===== config.mk =====
export PLATFORM = sky130hd
export DESIGN_NAME = oper_mode_ctrl
export DESIGN_NICKNAME = d
export VERILOG_FILES = /design/src/rtl/oper_mode_ctrl.sv
export SDC_FILE = /design/constraint.sdc
export NUM_CORES = 1
export LEC_CHECK = 0
export CORE_UTILIZATION = 55
export CTS_BUF_LIST = sky130_fd_sc_hd__clkbuf_16
export DETAILED_ROUTE_END_ITERATION = 7
export MAX_ROUTING_LAYER = met4
export PLACE_DENSITY = 0.73
export SLEW_MARGIN = 10
export SYNTH_ARGS = -nofsm -noshare
export SYNTH_HDL_FRONTEND = slang
export SYNTH_SLANG_ARGS = --single-unit

===== constraint.sdc =====
create_clock -name vin_clk_i -period 2.6 [get_ports vin_clk_i]
set_input_delay 0.52 -clock vin_clk_i [delete_from_list [all_inputs] [get_ports vin_clk_i]]
set_output_delay 0.52 -clock vin_clk_i [all_outputs]
set_load 0.1 [all_outputs]

===== src/rtl/oper_mode_ctrl.sv =====
// Operating-mode sequencer: buttons edit a pending mode that is committed on VS rise,
// and a video-timing lock monitor forces DIRECT while input timing is unstable or absent.
module oper_mode_ctrl #(
    parameter int H_WIDTH       = 1920,
    parameter int V_HEIGHT      = 1080,
    parameter int LOCK_FRAMES   = 4,
    parameter int UNLOCK_FRAMES = 2,
    parameter int FRAME_TIMEOUT = 4000000
) (
    input  logic       vin_clk_i,
    input  logic       rst_n,
    input  logic       vs_i,
    input  logic       de_i,
    input  logic       btn_cycle_i,
    input  logic       btn_inv_i,
    input  logic       btn_bypass_i,
    output logic [2:0] mode_o,
    output logic       locked_o,
    output logic [3:0] led_o
);
    localparam int LW = $clog2(LOCK_FRAMES + 1);
    localparam int UW = $clog2(UNLOCK_FRAMES + 1);
    localparam int WW = $clog2(FRAME_TIMEOUT + 1);

    localparam logic [11:0]   H_W      = 12'(H_WIDTH);
    localparam logic [11:0]   V_H      = 12'(V_HEIGHT);
    localparam logic [LW-1:0] LOCK_N   = LW'(LOCK_FRAMES);
    localparam logic [UW-1:0] UNLOCK_N = UW'(UNLOCK_FRAMES);
    localparam logic [WW-1:0] WD_MAX   = WW'(FRAME_TIMEOUT);
    localparam logic [WW-1:0] WD_LAST  = WW'(FRAME_TIMEOUT - 1);

    localparam logic [2:0] MODE_DIRECT   = 3'd0;
    localparam logic [2:0] MODE_BLK_DARK = 3'd2;

    typedef enum logic [1:0] {
        ST_UNLOCKED,
        ST_ACQUIRE,
        ST_LOCKED,
        ST_HOLD
    } lock_state_t;

    lock_state_t     state, state_next;
    logic [LW-1:0]   acq_cnt, acq_next;
    logic [UW-1:0]   miss_cnt, miss_next;

    logic            vs_r, de_r;
    logic [11:0]     pix_cnt, lin_cnt, lin_inc, lin_eff;
    logic            line_err, seen_vs;
    logic [WW-1:0]   wd_cnt;
    logic            vs_rise, de_rise, de_fall, line_bad, frame_good, wd_expire, locked;
    logic [2:0]      pending, pending_next, active;

    assign vs_rise    = vs_i & ~vs_r;
    assign de_rise    = de_i & ~de_r;
    assign de_fall    = ~de_i & de_r;
    assign line_bad   = de_fall & (pix_cnt != H_W);
    assign lin_inc    = (lin_cnt == 12'hFFF) ? lin_cnt : lin_cnt + 12'd1;
    // A line ending on the VS-rise cycle still belongs to the frame being judged.
    assign lin_eff    = de_fall ? lin_inc : lin_cnt;
    assign frame_good = seen_vs & ~line_err & ~line_bad & (lin_eff == V_H);
    assign wd_expire  = (wd_cnt == WD_LAST);
    assign locked     = (state == ST_LOCKED) || (state == ST_HOLD);

    always_ff @(posedge vin_clk_i or negedge rst_n) begin
        if (!rst_n) begin
            vs_r     <= 1'b0;
            de_r     <= 1'b0;
            pix_cnt  <= '0;
            lin_cnt  <= '0;
            line_err <= 1'b0;
            seen_vs  <= 1'b0;
            wd_cnt   <= '0;
        end else begin
            vs_r <= vs_i;
            de_r <= de_i;
            if (de_rise)
                pix_cnt <= 12'd1;
            else if (de_i && pix_cnt != 12'hFFF)
                pix_cnt <= pix_cnt + 12'd1;
            if (vs_rise) begin
                lin_cnt  <= '0;
                line_err <= 1'b0;
                seen_vs  <= 1'b1;
            end else begin
                if (de_fall)
                    lin_cnt <= lin_inc;
                if (line_bad)
                    line_err <= 1'b1;
            end
            if (wd_expire)
                seen_vs <= 1'b0;
            if (vs_rise)
                wd_cnt <= '0;
            else if (wd_cnt != WD_MAX)
                wd_cnt <= wd_cnt + WW'(1);
        end
    end

    always_comb begin
        state_next = state;
        acq_next   = acq_cnt;
        miss_next  = miss_cnt;
        if (vs_rise) begin
            unique case (state)
                ST_UNLOCKED: if (frame_good) begin
                    acq_next   = LW'(1);
                    state_next = (LOCK_FRAMES == 1) ? ST_LOCKED : ST_ACQUIRE;
                end
                ST_ACQUIRE: if (frame_good) begin
                    acq_next = acq_cnt + LW'(1);
                    if (acq_next == LOCK_N)
                        state_next = ST_LOCKED;
                end else begin
                    acq_next   = '0;
                    state_next = ST_UNLOCKED;
                end
                ST_LOCKED: if (!frame_good) begin
                    miss_next  = UW'(1);
                    state_next = (UNLOCK_FRAMES == 1) ? ST_UNLOCKED : ST_HOLD;
                end
                ST_HOLD: if (frame_good) begin
                    miss_next  = '0;
                    state_next = ST_LOCKED;
                end else begin
                    miss_next = miss_cnt + UW'(1);
                    if (miss_next == UNLOCK_N)
                        state_next = ST_UNLOCKED;
                end
                default: state_next = ST_UNLOCKED;
            endcase
        end
        // Loss of VS entirely outranks whatever the frame verdict said.
        if (wd_expire) begin
            state_next = ST_UNLOCKED;
            acq_next   = '0;
            miss_next  = '0;
        end
    end

    always_ff @(posedge vin_clk_i or negedge rst_n) begin
        if (!rst_n) begin
            state    <= ST_UNLOCKED;
            acq_cnt  <= '0;
            miss_cnt <= '0;
            locked_o <= 1'b0;
        end else begin
            state    <= state_next;
            acq_cnt  <= acq_next;
            miss_cnt <= miss_next;
            locked_o <= (state_next == ST_LOCKED) || (state_next == ST_HOLD);
        end
    end

    always_comb begin
        pending_next = pending;
        if (btn_cycle_i)
            pending_next = {pending[2:1] + 2'd1, pending[0]};
        else if (btn_inv_i)
            pending_next = {pending[2:1], ~pending[0]};
    end

    function automatic logic [3:0] led_of(input logic [2:0] m);
        return {m[0], m[2:1] == 2'd3, m[2:1] == 2'd2, m[2:1] == 2'd1};
    endfunction

    always_ff @(posedge vin_clk_i or negedge rst_n) begin
        if (!rst_n) begin
            pending <= MODE_BLK_DARK;
            active  <= MODE_BLK_DARK;
            mode_o  <= MODE_DIRECT;
            led_o   <= 4'b0001;
        end else begin
            pending <= pending_next;
            if (vs_rise)
                active <= pending;
            mode_o <= (btn_bypass_i || !locked) ? MODE_DIRECT : active;
            led_o  <= led_of(pending_next);
        end
    end
endmodule


==> results of run 1 <==
[worst max-delay path, stage by stage]
cell             delay, ns
clkdlybuf4s50_1       0.45
nor2b_1               0.35
a41oi_1               0.20
a31oi_1               0.31
nand4_1               0.23
nor3_4                0.35
o21ai_1               0.14
a21oi_1               0.16
[timing repair]
item / 4_1_cts / 5_1_grt
hold buffers: 0 / 0
resized for setup: 0 / 2
endpoints found under the setup margin: 0 / 5
[layout make-up]
class                           instances  area [sq um]
Multi-Input combinational cell        289          1860
Timing Repair Buffer                   42           350
Clock inverter                          7           105
Sequential cell                        70          1760
Clock buffer                            9           225
Tap cell                               77          96.3
Fill cell                             506          2020
Inverter                               11          41.3
[kinds of logic (layout without fill, tap and decap cells)]
kind of cell,Yosys count,count (layout),share of synthesized area (%)
xor gates and xnor gates,35,35,8.18
buffers and inverters,33,69,3.97
and+or+nand+nor,184,184,26.5
muxes,8,8,2.37
DFF,70,70,46.8
adders and majority gates,8,8,2.67
AOI/OAI and AO/OA,54,54,9.51
[metrics by stage]
step	setup WS [ns]	total power, mW
final	0.134	3.25
after detailed placement	-0.175	1.93
after global routing	0.0285	3.39
after global placement	-0.153	1.91
after floorplan	0.205	1.75
after CTS	0.154	3.28
[flip-flops by register name, indices dropped and copies added (netlist names), 2 cells and up]
name      flops
acq_cnt       3
active        3
led_o         3
lin_cnt      12
miss_cnt      2
mode_o        3
pending       3
pix_cnt      12
state         2
wd_cnt       22
[layer usage]
layer	vias to the layer above	part of all wire [%]	track usage, %
met5	-	0	-
met4	0	1.4	9.24
met3	8	3.4	3.93
met2	58	45	36.0
met1	1399	50	33.6
li1	1437	-	-
[Yosys cell counts (all sizes together), types with 8 or more instances]
master	n	area share [%]
nand4	16	3.1
nor2	49	4.9
o21ai	17	2.3
buf	13	2.0
a21oi	13	1.7
xor2	22	5.1
inv	11	1.1
dfrtp	67	45
nor2b	11	1.8
clkbuf	9	0.90
nand3	25	3.3
and3	13	2.2
nand2	27	2.7
ha	8	2.7
xnor2	13	3.0
[how the worst max path moves through the flow]
stage	startpoint	to	cells after the start
after floorplan	lin_cnt[0]	miss_cnt[1]	8
after global placement	de_i	state[0]	9
after detailed placement	de_i	state[0]	9
after CTS	lin_cnt[0]	state[1]	9
after global routing	lin_cnt[0]	acq_cnt[1]	9
final	de_i	locked_o	8
[power groups by stage]
stage / registers [mW] / logic [mW] / clock network, mW
after global routing: 1.35 / 0.628 / 1.41
after floorplan: 1.45 / 0.301 / 0
after global placement: 1.34 / 0.569 / 0
after detailed placement: 1.35 / 0.581 / 0
after CTS: 1.33 / 0.584 / 1.37
final: 1.33 / 0.579 / 1.34
==> flow_metrics.env, run 1 <==
export IMPL_wl_per_cell_um=14.9
export IMPL_core_area_sq_um=6460
export IMPL_cts_buffer_depth=2
export IMPL_layout_commonest_cell="dfrtp_1"
export IMPL_worstPathRequired_ns=2.85
export IMPL_fin_worst_skew_ns=0.00585
export IMPL_rsz0062_at_grt="false"
export IMPL_antennaDiodeCount=0
export IMPL_fp_dieW_um=84.6
export IMPL_power_per_cell_area_nw_per_um2=734
export IMPL_postLayoutCellArea_sq_um=4440
export IMPL_grt_max_degree=36
export IMPL_fin_cells=505
export IMPL_grt_overflow_total=0
export IMPL_switchingPower_mw=0.975
export IMPL_synth_seq_area_share_pct=46.8
export IMPL_r2r_setup_slack_ns=0.16
export IMPL_h_tree_depth=3
export IMPL_p_int_mw=2.28
export IMPL_drt_initial_drc_count=179
export IMPL_cts_buffers=9
export IMPL_first_pass_iters=4
export IMPL_synth_seq_cells=70
export IMPL_report_final_slew_viol_count=0
export IMPL_pin_count=15
export IMPL_dp_cells=489
export IMPL_critPathCaptureType="flop"
export IMPL_first_global_vias=2895
export IMPL_path_clk_slew_ns=0.06
export IMPL_relSlewSlack_pct=57.9
export IMPL_status="completed"
export IMPL_seqPwrFrac_pct=40.9
export IMPL_cp_max_fo=7
export IMPL_final_min_clock_period_ns=2.47
export IMPL_die_h_um=84.6
export IMPL_detail_route_antenna_nets=0
export IMPL_antenna_found_initial=0
export IMPL_r2r_cells=9
export IMPL_critPathLaunchType="input pin"
export IMPL_clk_latency_ns=0.33
export IMPL_grt_pass1_wl_mm=13.1
export IMPL_p_leak_nw=2.03
export IMPL_layout_common_cells="dfrtp_1, nor2_1, buf_4"
export IMPL_row_count=29
export IMPL_maxCapViolCount=0
export IMPL_ys_flop_type="dfrtp_1"
export IMPL_hold_viol=0
export IMPL_nets=438
export IMPL_io_buffers=14
export IMPL_routed_wl_mm=7.54
export IMPL_synthCells=392
export IMPL_dp_hpwl_mm=5.24
export IMPL_p_comb_share_pct=17.8
export IMPL_synth_nets=407
export IMPL_worst_slew_pin_transition_ns=0.632
export IMPL_fin_crit_sh_pct=94.8
export IMPL_ctsRootBufferMaster="clkbuf_16"
export IMPL_peakVddDrop_v=0.000785
export IMPL_synth_area_per_cell_sq_um=9.56
export IMPL_layout_drive_gt1_share_pct=17.3
export IMPL_hold_worst_slack_ns=0.213
export IMPL_grtUsageTotal_pct=24.2
export IMPL_p_sw_share_pct=30.0
export IMPL_die_area_sq_um=7150
export IMPL_syn2layout_area_growth_pct=18.3
export IMPL_synth_edf_count=0
export IMPL_gp_congestion=0.849
export IMPL_cts_tree="done"
export IMPL_vias=2902
export IMPL_fmax_ghz=0.406
export IMPL_min_path_type="input pin to async pin"
export IMPL_reg2reg_to="locked_o"
export IMPL_viasPerCell=5.75
export IMPL_yosys_warnings=0
export IMPL_netlist_area_sq_um=3750
export IMPL_crit_type="input pin to flop"
export IMPL_r2r_start="lin_cnt[0]"
export IMPL_dpl_instance_area_sq_um=4100
export IMPL_finalSetupViolations=0
export IMPL_cts_sinks=70
export IMPL_fin_util_pct=68.7
export IMPL_p_clk_share_pct=41.3
export IMPL_cp_arrival_ns=2.72
export IMPL_async_flop_share_pct=100
export IMPL_start_util_pct=58.0
export IMPL_synth_cell_types=53
export IMPL_drc=0
export IMPL_cts_setup_buffers=0
export IMPL_finalSetupTns_ns=0
No activity file was read; power rests on OpenSTA's default activity.
==> run 2: changes to the inputs <==
--- a/config.mk
+++ b/config.mk
@@ -8,7 +8,6 @@
 export CORE_UTILIZATION = 55
 export CTS_BUF_LIST = sky130_fd_sc_hd__clkbuf_16
 export DETAILED_ROUTE_END_ITERATION = 7
-export MAX_ROUTING_LAYER = met4
 export PLACE_DENSITY = 0.73
 export SLEW_MARGIN = 10
 export SYNTH_ARGS = -nofsm -noshare
==> flow_metrics.env, run 2 (synthesis results as in run 1) <==
export IMPL_status="completed"
export IMPL_cp_max_fo=7
export IMPL_layout_drive_gt1_share_pct=17.3
export IMPL_min_path_type="input pin to async pin"
export IMPL_p_comb_share_pct=17.8
export IMPL_peakVddDrop_v=0.000784
export IMPL_largest_reg_flops=22
export IMPL_cts_sinks=70
export IMPL_cts_buffers=9
export IMPL_dpl_instance_area_sq_um=4100
export IMPL_ctsRootBufferMaster="clkbuf_16"
export IMPL_h_tree_depth=3
export IMPL_rsz0062_at_grt="false"
export IMPL_grt_pass1_wl_mm=13.1
export IMPL_hold_worst_slack_ns=0.209
export IMPL_top_usage_layer="met2"
export IMPL_layout_common_cells="dfrtp_1, nor2_1, buf_4"
export IMPL_p_int_mw=2.28
export IMPL_cp_arrival_ns=2.69
export IMPL_final_min_clock_period_ns=2.44
export IMPL_reg_top3="wd_cnt: 22 flops, lin_cnt: 12 flops, pix_cnt: 12 flops"
export IMPL_grt_overflow_total=0
export IMPL_clk_latency_ns=0.33
export IMPL_p_clk_share_pct=41.3
export IMPL_core_area_sq_um=6460
export IMPL_r2r_start="lin_cnt[0]"
export IMPL_use_met3_pct=4.92
export IMPL_critPathLaunch="de_i"
export IMPL_dp_cells=489
export IMPL_dp_hpwl_mm=5.24
export IMPL_critPathCaptureType="flop"
export IMPL_p_sw_share_pct=30.0
export IMPL_use_met1_pct=33.5
export IMPL_grtUsageTotal_pct=23.5
export IMPL_switchingPower_mw=0.975
export IMPL_viasPerCell=5.74
export IMPL_gp_congestion=0.836
export IMPL_power_per_cell_area_nw_per_um2=734
export IMPL_fin_cells=505
export IMPL_vias=2900
export IMPL_syn2layout_area_growth_pct=18.3
export IMPL_finalSetupTns_ns=0
export IMPL_fin_crit_sh_pct=93.9
export IMPL_fp_dieW_um=84.6
export IMPL_nets=438
export IMPL_crit_type="input pin to flop"
export IMPL_antennaDiodeCount=0
export IMPL_first_global_vias=2892
export IMPL_die_area_sq_um=7150
export IMPL_antenna_found_initial=0
export IMPL_path_clk_slew_ns=0.06
export IMPL_p_total_mw=3.25
export IMPL_cts_buffer_depth=2
export IMPL_drt_initial_drc_count=157
export IMPL_wl_per_cell_um=14.9
export IMPL_cts_setup_buffers=0
export IMPL_critPathLaunchType="input pin"
export IMPL_fmax_ghz=0.410
export IMPL_start_util_pct=58.0
export IMPL_routed_wl_mm=7.52
export IMPL_finalSetupViolations=0
export IMPL_die_h_um=84.6
export IMPL_row_count=29
export IMPL_first_pass_iters=7
export IMPL_fin_worst_skew_ns=0.00511
export IMPL_p_leak_nw=2.03
export IMPL_hold_viol=0
export IMPL_pin_count=15
export IMPL_detail_route_antenna_nets=0
export IMPL_postLayoutCellArea_sq_um=4440
export IMPL_io_buffers=14
export IMPL_seqPwrFrac_pct=40.9
export IMPL_cts_tree="done"
export IMPL_layout_commonest_cell="dfrtp_1"
export IMPL_largest_register="wd_cnt"
export IMPL_grt_max_degree=36
export IMPL_relSlewSlack_pct=58.4
export IMPL_met2_usage_pct=36.0
export IMPL_maxCapViolCount=0
export IMPL_worst_slew_pin_transition_ns=0.625
export IMPL_worstPathRequired_ns=2.85
export IMPL_drc=0
export IMPL_report_final_slew_viol_count=0
run 2: cell counts in the layout (fill, tap and decap cells not counted):
No cell type changed its count.
run 2: worst paths after layout:
| kind | endpoint | slack, ns | depth (start not counted) |
|---|---|---|---|
| worst min-delay path | state[1] | 0.21 | 1 |
| worst max register to register | locked_o | 0.17 | 9 |
| min in group vin_clk_i | led_o[0] | 0.49 | 1 |
| max in group asynchronous | led_o[0] | 1.73 | 2 |
| worst min register to register | led_o[0] | 0.49 | 1 |
| worst max-delay path | locked_o | 0.16 | 8 |
run 2: routing by layer:
| layer | share of wire (%) | vias to the layer above |
|---|---|---|
| met3 | 4.4 | 7 |
| met4 | 1.1 | 0 |
| li1 | - | 1439 |
| met1 | 49 | 1394 |
| met5 | 0 | - |
| met2 | 45 | 60 |
run 2: area by class of cell:
| class | instances | area, sq um |
|---|---|---|
| clock buffer | 9 | 225 |
| fill | 506 | 2020 |
| clock inverter | 7 | 105 |
| multi-input combinational | 289 | 1860 |
| tap | 77 | 96.3 |
| timing repair buffer | 42 | 350 |
| sequential | 70 | 1760 |
| inverter | 11 | 41.3 |
run 2: power by group through the flow:
stage	Sequential, mW	Clock [mW]	Combinational [mW]
floorplan	1.45	0	0.301
global placement	1.34	0	0.569
detailed placement	1.35	0	0.581
CTS	1.33	1.37	0.584
global route	1.35	1.41	0.628
finish	1.33	1.34	0.579
run 2: worst max-delay path, cell delays in order:
cell and delay [ns]:
clkdlybuf4s50_1 0.45, nor2b_1 0.35, a41oi_1 0.19, a31oi_1 0.30
nand4_1 0.22, nor3_4 0.35, o21ai_1 0.14, a21oi_1 0.16
run 2: through the flow:
stage	utilization (%)	setup slack (ns)
after floorplan	-	0.205
after global placement	63.4	-0.153
after detailed placement	63.4	-0.175
after CTS	68.5	0.154
after global routing	68.7	0.0291
final	68.7	0.160
run 2: timing repair:
| item | CTS | global route |
|---|---|---|
| endpoints found under the setup margin | 0 | 5 |
| gates resized for setup | 0 | 2 |
| hold buffers | 0 | 0 |
